### src/rtl/load_store_unit.sv
// Load/store unit between a CPU request port and a single-cycle word-wide data memory.
// Define LSU_SUBWORD_EN to enable byte/halfword accesses (read-modify-write for sub-word stores).
module load_store_unit (
    input  logic        clk,
    input  logic        rst_n,
    input  logic        req,
    input  logic        reqWrite,
    input  logic [1:0]  reqSize,
    input  logic        reqSigned,
    input  logic [31:0] reqAddr,
    input  logic [31:0] reqData,
    output logic        ready,
    output logic        respValid,
    output logic [31:0] respData,
    output logic        misaligned,
    output logic [31:0] memAddress,
    output logic        memWriteEnable,
    output logic [31:0] memDataIn,
    input  logic [31:0] memDataOut
);

    localparam logic [2:0] IDLE      = 3'd0;
    localparam logic [2:0] LOAD      = 3'd1;
    localparam logic [2:0] STORE     = 3'd2;
`ifdef LSU_SUBWORD_EN
    localparam logic [2:0] RMW_READ  = 3'd3;
    localparam logic [2:0] RMW_WRITE = 3'd4;
`endif
    localparam logic [2:0] DONE      = 3'd5;

    logic [2:0]  state, state_nxt;
    logic        accept;
    logic        req_err;

    logic [1:0]  size_p0;
    logic        signed_p0;
    logic [31:0] addr_p0;
    logic [31:0] data_p0;
`ifdef LSU_SUBWORD_EN
    logic [31:0] rmw_p1;
`endif

    function automatic logic access_error(input logic [1:0] size, input logic [1:0] lane);
`ifdef LSU_SUBWORD_EN
        return (size == 2'b11) || (size == 2'b01 && lane[0]) || (size == 2'b10 && lane != 2'b00);
`else
        return (size != 2'b10) || (lane != 2'b00);
`endif
    endfunction

    // Lane extraction plus sign/zero extension of a loaded word.
    function automatic logic [31:0] load_extend(input logic [31:0] word, input logic [1:0] size,
                                                input logic [1:0] lane, input logic sgn);
        logic signed [7:0]  b;
        logic signed [15:0] h;
        logic signed [31:0] bs;
        logic signed [31:0] hs;
        logic [31:0]        r;
        b  = word[{lane, 3'b000} +: 8];
        h  = word[{lane[1], 4'b0000} +: 16];
        bs = b;
        hs = h;
        case (size)
            2'b00:   r = sgn ? bs : {24'd0, b};
            2'b01:   r = sgn ? hs : {16'd0, h};
            default: r = word;
        endcase
        return r;
    endfunction

`ifdef LSU_SUBWORD_EN
    function automatic logic [31:0] store_merge(input logic [31:0] word, input logic [31:0] data,
                                                input logic [1:0] size, input logic [1:0] lane);
        logic [31:0] m;
        m = word;
        if (size == 2'b00)
            m[{lane, 3'b000} +: 8] = data[7:0];
        else
            m[{lane[1], 4'b0000} +: 16] = data[15:0];
        return m;
    endfunction
`endif

    assign ready     = (state == IDLE);
    assign respValid = (state == DONE);
    assign accept    = req && ready;
    assign req_err   = access_error(reqSize, reqAddr[1:0]);

    always_comb begin
        state_nxt = state;
        case (state)
            IDLE: begin
                if (accept) begin
                    if (req_err)
                        state_nxt = DONE;
                    else if (!reqWrite)
                        state_nxt = LOAD;
`ifdef LSU_SUBWORD_EN
                    else if (reqSize != 2'b10)
                        state_nxt = RMW_READ;
`endif
                    else
                        state_nxt = STORE;
                end
            end
            LOAD:      state_nxt = DONE;
            STORE:     state_nxt = DONE;
`ifdef LSU_SUBWORD_EN
            RMW_READ:  state_nxt = RMW_WRITE;
            RMW_WRITE: state_nxt = DONE;
`endif
            DONE:      state_nxt = IDLE;
            default:   state_nxt = IDLE;
        endcase
    end

    // Request capture stage (p0) and response registers
    always_ff @(posedge clk or negedge rst_n) begin
        if (!rst_n) begin
            state      <= IDLE;
            respData   <= 32'd0;
            misaligned <= 1'b0;
        end else begin
            state <= state_nxt;
            if (accept) begin
                respData   <= 32'd0;
                misaligned <= req_err;
            end else if (state == LOAD) begin
                respData <= load_extend(memDataOut, size_p0, addr_p0[1:0], signed_p0);
            end
        end
    end

    always_ff @(posedge clk) begin
        if (accept) begin
            size_p0   <= reqSize;
            signed_p0 <= reqSigned;
            addr_p0   <= reqAddr;
            data_p0   <= reqData;
        end
`ifdef LSU_SUBWORD_EN
        // Read word of the read-modify-write (p1)
        if (state == RMW_READ)
            rmw_p1 <= memDataOut;
`endif
    end

    // Memory-side outputs decode straight from state, so reset silences them at once.
    always_comb begin
        memAddress     = 32'd0;
        memWriteEnable = 1'b0;
        memDataIn      = 32'd0;
        case (state)
            LOAD: begin
                memAddress = {addr_p0[31:2], 2'b00};
            end
            STORE: begin
                memAddress     = {addr_p0[31:2], 2'b00};
                memWriteEnable = 1'b1;
                memDataIn      = data_p0;
            end
`ifdef LSU_SUBWORD_EN
            RMW_READ: begin
                memAddress = {addr_p0[31:2], 2'b00};
            end
            RMW_WRITE: begin
                memAddress     = {addr_p0[31:2], 2'b00};
                memWriteEnable = 1'b1;
                memDataIn      = store_merge(rmw_p1, data_p0, size_p0, addr_p0[1:0]);
            end
`endif
            default: ;
        endcase
    end

endmodule

### config.mk
export PLATFORM = sky130hd
export DESIGN_NAME = load_store_unit
export DESIGN_NICKNAME = d
export VERILOG_FILES = /design/src/rtl/load_store_unit.sv
export SDC_FILE = /design/constraint.sdc
export NUM_CORES = 1
export LEC_CHECK = 0
export BUFFER_PORTS_ARGS = -buffer_cell sky130_fd_sc_hd__buf_2
export CORE_MARGIN = 1
export CORE_UTILIZATION = 35
export CTS_BUF_LIST = sky130_fd_sc_hd__clkbuf_8
export CTS_CLUSTER_SIZE = 14
export DETAILED_ROUTE_END_ITERATION = 10
export PLACE_DENSITY = 0.69
export SLEW_MARGIN = 40
export SYNTH_ARGS = -nofsm -noshare
export SYNTH_HDL_FRONTEND = slang
export SYNTH_SLANG_ARGS = --single-unit
### constraint.sdc
create_clock -name clk -period 2.9 [get_ports clk]
set_clock_uncertainty 0.05 [all_clocks]
set_input_delay 0.29 -clock clk [delete_from_list [all_inputs] [get_ports clk]]
set_output_delay 0.29 -clock clk [all_outputs]
set_load 0.01 [all_outputs]
# Word-level counts from Yosys, hierarchy flattened

Cells that the tools add are included.

Equality and inequality tests: 6
Shifts and indexed selects: 2
Muxes and demuxes: 12
Reduce and logical (&&, ||, !) cells: 7

Operator list:

| operator                                            | number |
|---|---|
| two-way mux 32 bit                                  | 6 |
| one-hot mux 32 bit (2 select lines)                 | 1 |
| indexed part select 32 x 6 -> 16 bit                | 1 |
| indexed part select 32 x 6 -> 8 bit                 | 1 |
| two-way mux 3 bit                                   | 2 |
| one-hot mux 3 bit (2 select lines)                  | 1 |
| nonzero test 2 bit                                  | 2 |
| equality test 3 x 1 -> 1 bit, second input constant | 1 |
| equality test 3 x 2 -> 1 bit, second input constant | 1 |
| equality test 3 bit, second input constant          | 1 |
| logical NOT 3 bit                                   | 1 |
| equality test 2 x 1 -> 1 bit, second input constant | 1 |
| logical NOT 2 bit                                   | 1 |
| two-way mux 2 bit                                   | 1 |
| != test 2 x 1 -> 1 bit, second input constant       | 1 |
| != test 2 bit, second input constant                | 1 |
| OR reduction 2 bit                                  | 1 |
| logical AND 1 bit                                   | 1 |
| logical OR 1 bit                                    | 1 |
| two-way mux 1 bit                                   | 1 |

Register bits after elaboration: 103
Input port bits: 103
Output and inout port bits: 100
Word-level logic and storage cells: 34

# Longest topological paths before layout

Gate-level depths: netlist (run 1).

Depth in word-level cells: 5
Mapped depth: 6
Gate-level depth less buffers: 4

# Worst setup path before layout (run 1)

Ideal clock, no wire load.

Path kind: flip-flop to flip-flop
Start point: register state[0]
End point: register addr_p0[0] (enable)
Setup time: 0.421 ns
Arrival: 2.412 ns
Required time: 2.429 ns
Setup slack: 0.017 ns
Stages on the path, launching flop included: 4
Path buffers: 0
Period minus slack after synthesis: 2.883 ns
Cell sequence: dfrtp_1 nor3_1 nand2_1 inv_1

Longest elaborated chain between the ends: 2

Ends and longest elaborated chain:

| what                   | RTL line | source |
|---|---|---|
| from (decl)            | 31       | `logic [2:0] state, state_nxt;` |
| from (signal assigned) | 124      | `state <= state_nxt;` |
| logical NOT 3 bit      | 84       | `assign ready = (state == IDLE);` |
| via ready              | 12       | `output logic ready,` |
| logical AND 1 bit      | 86       | `assign accept = req && ready;` |
| via accept             | 32       | `logic accept;` |
| to (signal assigned)   | 138      | `addr_p0 <= reqAddr;` |
| to (decl)              | 37       | `logic [31:0] addr_p0;` |

The timed path passes the listed nets, and every way through them passes these cells.
A chain may end at the register's enable or synchronous reset.

# Final worst setup path (run 1)

Start point: register state[2]
End point: output port memAddress[28]

Longest elaborated chain between the ends: 3
Elaborated cells between the ends (all ways): 4
Classes of those cells: 2 x eq/ne; 1 x mux; 1 x reduce/logical

Ends and longest elaborated chain:

| what                                                                                | RTL line | source |
|---|---|---|
| equality test 3 x 1 -> 1 bit / equality test 3 x 2 -> 1 bit (equally long branches) | 153      | `case (state)` |
| OR reduction 2 bit (no line) *                                                      | --       |  |
| two-way mux 32 bit *                                                                | 153      |  |
| to (decl)                                                                           | 16       | `output logic [31:0] memAddress,` |

Every way passes the cells marked *; elsewhere a longest branch is shown, timed or not.

==> impl_results.md, run 1 <==
* Status: finished, final reports clean
* Yosys top cell area share at 46.9%
* Row count at 40
* PortBufs at 200
* Most frequent cells in the layout: buf_2 (199), edfxtp_1 (67), o21ai_0 (40), dfrtp_1 (36), and2_1 (33)
* Via count at 3,379
* Final hold violations at 0
* Post-DP HPWL at around 8.0 mm
* Worst vdd ir at approximately 410 µV
* Relative slew slack at 54.9%
* Drt pass-1 iters at 4
* Met2 Resource Use GR at 28.3%
* Worst hold slack at ~0.032 ns
* Core box area at roughly 12,000 µm²
* Syn avg cell area at about 13 µm²
* Critical path class: reg2out
* First-pass GRT wire length at ~16 mm
* Gate Count Post-Synth at approximately 330
* Critical Path Start: state[2]$_DFFE_PN0P_
* Final setup viols at 0
* Clock slew at reported path FFs at ~0.1 ns
* Tightest Pin Transition at slightly below 0.7 ns
* Total setup buffers inserted after CTS at 0
* I/O pin count at roughly 200
* Post-detailed-route count of antenna-violating nets at 0
* WP data required at about 2.6 ns
* DIE AREA at between 10,000 and 15,000 µm²
* Drt first-iter violations at about 170
* Worst r2r src: size_p0[1]$_DFFE_PP_
* Tmin final at about 2.1 ns
* GR Overflow Total at 0
* Layout cells sized above 1 at about 44%
* Post-layout util at between 40% and 50%
* Min-Delay Path Class: in2reg
* Clock sink count at between 100 and 150
* Crit path max fanout at 32
* Starting Density at between 30% and 40%
* Global-route usage over all layers at between 10% and 20%
* Antenna violations before repair at 0
* Power per cell area at approximately 800 nW/µm²
* Setup crit end kind: output port
* H-tree Lvls at 3
* Most Crowded Layer GR: met2
* # fillers at ~1,100
* Die Span X at 113 µm
* Routed wire length per instance at about 16 µm
* Drt drc at 0
* Grt met3 use at 6.80%
* Synth Register Bits at slightly above 100
* CTS buffer count at 9
* Fmax at about 0.47 GHz
* Most common library cell in the layout ignoring fill and taps: buf_2
* CTS max path bufs at 2
* Placed cells at around 670
* CTS tree: built
* Static leakage at 2.62 nW
* Max Cap Viol at 0
* Arrival @ worst endpoint at roughly 1.8 ns
* Final non-filler cell total at 687
* Post-Route WL at about 11 mm
* Routability cong. at a little under 0.8
* Setup TNS at 0 ns
* Synthesized area at 4290 µm²
* Dominant cells by area after synthesis: edfxtp_1 (47%), dfrtp_1 (21%), and2_1 (4.8%)
* Clk_lat worst skew at about 0.38 ns
* RSZ-0062 raised after global routing: false
* Vias in the first global route at 3,299
* Post-synth top area cell: edfxtp_1
* Nets at approximately 640
* Ant diodes at 0
* Register-to-register setup slack at 0.80 ns
* Largest net degree at the start of global routing at just over 60
* HP Start: reqAddr[3]
* Synth cell types at 31
* Final worst-path cycle share at about three quarters
* Final count of pins violating max slew at 0
* Area Growth Syn to Fin at 32.7%
* Die height at between 100 and 150 µm
* Clock root cell: clkbuf_8
* Routed vias/inst at 4.92
* Ys Warns at 0
* Grt met1 use at roughly a fifth
* Post-cts resize count at 0
* Type of origin of the critical path: flop
* Sequential fraction of the synthesis area at between 60% and 70%
==> worst max-delay path: stages (launching register included) <==
cell     delay, ns
dfrtp_1       0.43
nor2_1        0.19
and2_1        0.19
nor2_2        0.04
buf_4         0.23
nor2b_1       0.17
buf_2         0.15
==> sequential cells by signal, summed over array words and instances, names as in the netlist <==
| register | cells |
|---|---|
| state | 3 |
| addr_p0 | 32 |
| size_p0 | 2 |
| respData | 32 |
| signed_p0 | 1 |
| misaligned | 1 |
| data_p0 | 32 |
==> power by group <==
group,switching [mW],internal [mW],total [mW]
Combinational,0.871,0.584,1.45
Sequential,0.174,1.98,2.16
Clock,0.501,0.402,0.903
==> path summary, 6_finish.rpt <==
check	end	cells past startpoint
worst max-delay path	memAddress[28]	6
worst min-delay path	addr_p0[3]$_DFFE_PP_	1
worst max register to register	respData[31]$_DFFE_PN0P_	5
worst min register to register	respData[6]$_DFFE_PN0P_	2
max in group asynchronous	respData[12]$_DFFE_PN0P_	2
min in group asynchronous	respData[21]$_DFFE_PN0P_	2
==> synthesized netlist by cell type <==
master,n
a32oi_1,1
nor3b_1,1
mux2_2,1
nand2b_1,1
and2_1,33
a21oi_1,18
a2111oi_4,1
nand2_1,29
dfrtp_1,36
a221o_1,6
o21ai_0,41
o2bb2ai_1,2
edfxtp_1,67
o311a_1,1
o21a_1,1
or3_1,8
nor2b_1,31
a221o_2,10
or2_1,1
conb_1,1
buf_6,1
nor4_1,1
inv_1,5
nor2_1,6
buf_1,3
nor3_1,1
a221oi_1,1
nor4b_1,1
buf_4,2
mux2i_1,8
clkbuf_1,14
==> layout make-up <==
cell class,instances,area (µm²),share of cell area (%)
clock buffers,9,124,2.18
well taps,147,184,3.23
flip-flops and latches,103,2910,51.2
repair buffers,210,1100,19.3
clock inverters,7,71.3,1.25
multi-input cells,206,1280,22.5
inverters,5,18.8,0.330
==> per-layer routing <==
layer | vias up | share of wire (%)
met3 | 23 | 9.5
met1 | 1585 | 40
met2 | 170 | 47
met4 | 0 | 3.0
met5 | - | 0
li1 | 1601 | -
==> repair_timing <==
action	CTS	global route
endpoints found under the hold margin	36	1
setup endpoints to repair	0	0
hold buffers	1	1
==> stage by stage <==
stage               worst slack (ns)  cell area (µm²)  power (mW)
floorplan                     0.0167             4290        3.02
CTS                            0.731             5680        4.58
detailed placement             0.828             5470        3.67
global route                   0.587             5690        4.80
finish                         0.777             5690        4.52
global placement               0.760             5470        3.62
==> cells by family after synthesis <==
logic type             count (synthesis)  synth area share (%)
AND/OR/NAND/NOR                      113                  14.5
AO/OA/AOI/OAI                         82                  12.8
other                                  1                0.0875
multiplexers                           9                  2.13
flip-flops                           103                  68.0
buffers and inverters                 25                  2.54
(Power assumes the default switching activity.)
==> run 2: changes to the inputs <==
==> constraint.sdc (replaced) <==
create_clock -name clk -period 2.15 [get_ports clk]
set_clock_uncertainty 0.05 [all_clocks]
set_input_delay 0.215 -clock clk [delete_from_list [all_inputs] [get_ports clk]]
set_output_delay 0.215 -clock clk [all_outputs]
set_load 0.01 [all_outputs]
==> impl_results.md, run 2 (same netlist as run 1, synthesis figures left out) <==
* Met1 WL at 5.22 mm (+20%)
* CTS max path bufs at 2 (unchanged)
* Global-route usage over all layers at 20.2% (+3.0 points)
* Crit path max fanout at 32 (unchanged)
* Antenna violations before repair at 0 (unchanged)
* Critical path class: reg2out
* Worst vdd ir at 769 µV (+90%)
* Most common library cell in the layout ignoring fill and taps: buf_2
* CTS tree: built
* Final setup viols at 0 (unchanged)
* Logic pwr share at 34.9% (+2.7 points)
* Row count at 40 (unchanged)
* Drt drc at 0 (unchanged)
* HP Start: memDataOut[19]
* Ant diodes at 0 (unchanged)
* Worst hold slack at 0.0385 ns (+0.00678 ns)
* RSZ-0062 raised after global routing: false
* GR Overflow Total at 0 (unchanged)
* Clk_lat worst skew at 0.37 ns (about the same)
* H-tree Lvls at 3 (unchanged)
* Internal at 4.03 mW (+36%)
* Via count at 3,732 (+10%)
* Clock network fraction of total power at 18.4% (-1.6 points)
* Tmin final at approximately 2.0 ns
* Final worst-path cycle share at between 90% and 100%
* Met2 WL at 6.20 mm (+22%)
* Total setup buffers inserted after CTS at 0 (unchanged)
* Critical Path Start: state[0]$_DFFE_PN0P_
* CP bufs+invs at 2 (unchanged)
* Layout cells sized above 1 at 40.5% (-3.9 points)
* Most frequent cells in the layout: buf_2 (199), dlygate4sd3_1 (69), edfxtp_1 (67), o21ai_0 (40), dfrtp_1 (35)
* Arrival @ worst endpoint at 1.76 ns (-0.02 ns)
* Final count of pins violating max slew at 0 (unchanged)
* Sw Share at 35.7% (+1.4 points)
* First-pass GRT wire length at 19.5 mm (+19%)
* Max Used Layer: met4
* Routed length on met3 at 927 µm (-9.9%)
* CTS buffer count at 9 (unchanged)
* Power per cell area at 975 nW/µm² (+23%)
* Post-Route WL at 12.6 mm (+17%)
* Post-layout util at 53.6% (+6.1 points)
* Drt pass-1 iters at 4 (unchanged)
* Total power at 6.26 mW (+39%)
* Routability cong. at 0.780 (-1.5%)
* WP data required at 1.88 ns (-0.68 ns)
* PortBufs at 200 (unchanged)
* Post-detailed-route count of antenna-violating nets at 0 (unchanged)
* Min-Delay Path Class: in2reg
* Crit-path cells: nor3b_2 -> nor2_2 -> buf_6 -> nor2b_1 -> buf_2
* Register share of total power at 46.6% (-1.2 points)
* Biggest regs: addr_p0 x32, data_p0 x32, respData x32
* Sw power at 2.23 mW (+44%)
* Status: finished, final reports clean
* Type of origin of the critical path: flop
* Critical path's slowest cell: dfrtp_1
* Die height at 113 µm (unchanged)
* Die Span X at 113 µm (unchanged)
* Setup crit end kind: output port
* Routed wire length per instance at 16.7 µm (+6.1%)
* Register-to-register setup slack at 0.19 ns (-0.61 ns)
* Clock sink count at 103 (unchanged)
* Fmax at 0.494 GHz
* Nets at 710 (+11%)
* Area Growth Syn to Fin at 49.6%
* Drt first-iter violations at 200 (+19%)
* Worst path max stage delay at 0.49 ns (+0.06 ns)
* Relative slew slack at 57.9% (+3.0 points)
* Vias in the first global route at 3,828 (+16%)
* Routed vias/inst at 4.92 (about the same)
* Worst r2r src: size_p0[0]$_DFFE_PP_
* Clock root cell: clkbuf_8
* Tightest Pin Transition at 0.631 ns (-0.0442 ns)
* Critical path's top delay family: simple AND/OR/NAND/NOR gates
* Post-DP HPWL at 8.42 mm (+5.4%)
* Largest net degree at the start of global routing at 52 (-16%)
* Final hold violations at 0 (unchanged)
* Setup TNS at 0 ns (unchanged)
* DIE AREA at 12,700 µm² (unchanged)
* Starting Density at 35.8% (unchanged)
* Max Cap Viol at 0 (unchanged)
* Clock slew at reported path FFs at 0.10 ns (about the same)
* Core box area at 12,000 µm² (unchanged)
* I/O pin count at 203 (unchanged)
* Static leakage at 2.92 nW (+11%)
==> run 2: layout make-up <==
cell class                      instances  area (µm²)
Timing Repair Buffer                  282        1810
Clock inverter                          7        56.3
Multi-Input combinational cell        206        1300
Clock buffer                            9         124
Sequential cell                       103        2910
Inverter                                5        22.5
Fill cell                            1025        5550
Tap cell                              147         184
==> run 2: power by group through the flow <==
stage,logic [mW],registers [mW],clock network [mW]
after floorplan,1.07,3.01,0
after global placement,2.01,2.92,0
after detailed placement,2.08,2.95,0
after CTS,2.18,2.91,1.18
after global routing,2.38,2.97,1.26
final,2.18,2.92,1.15
==> run 2: path summary, 6_finish.rpt <==
path,end,cells past startpoint
worst max-delay path,memAddress[13],5
worst min-delay path,respData[19]$_DFFE_PN0P_,2
worst max register to register,respData[30]$_DFFE_PN0P_,5
worst min register to register,respData[3]$_DFFE_PN0P_,2
max in group asynchronous,state[1]$_DFFE_PN0P_,2
min in group asynchronous,respData[27]$_DFFE_PN0P_,2
==> run 2: through the flow <==
stage	setup WS, ns	std cells	cell area, µm²
floorplan	0.0408	334	4300
global placement	0.272	674	5520
detailed placement	0.222	674	5530
CTS	0.0280	759	6400
global route	0.0135	759	6410
finish	0.126	759	6410
==> run 2: layer usage <==
metal / GRT usage, % / up-vias
li1: - / 1747
met1: 23.8 / 1800
met2: 34.3 / 165
met3: 6.10 / 20
met4: 8.71 / 0
met5: 0 / -
==> run 2: what timing repair did <==
item,CTS,global route
setup endpoints to repair,19,48
gates resized for setup,1,4
gates cloned,0,0
hold endpoints to repair,104,0
pin swaps,0,1
hold buffers,69,0
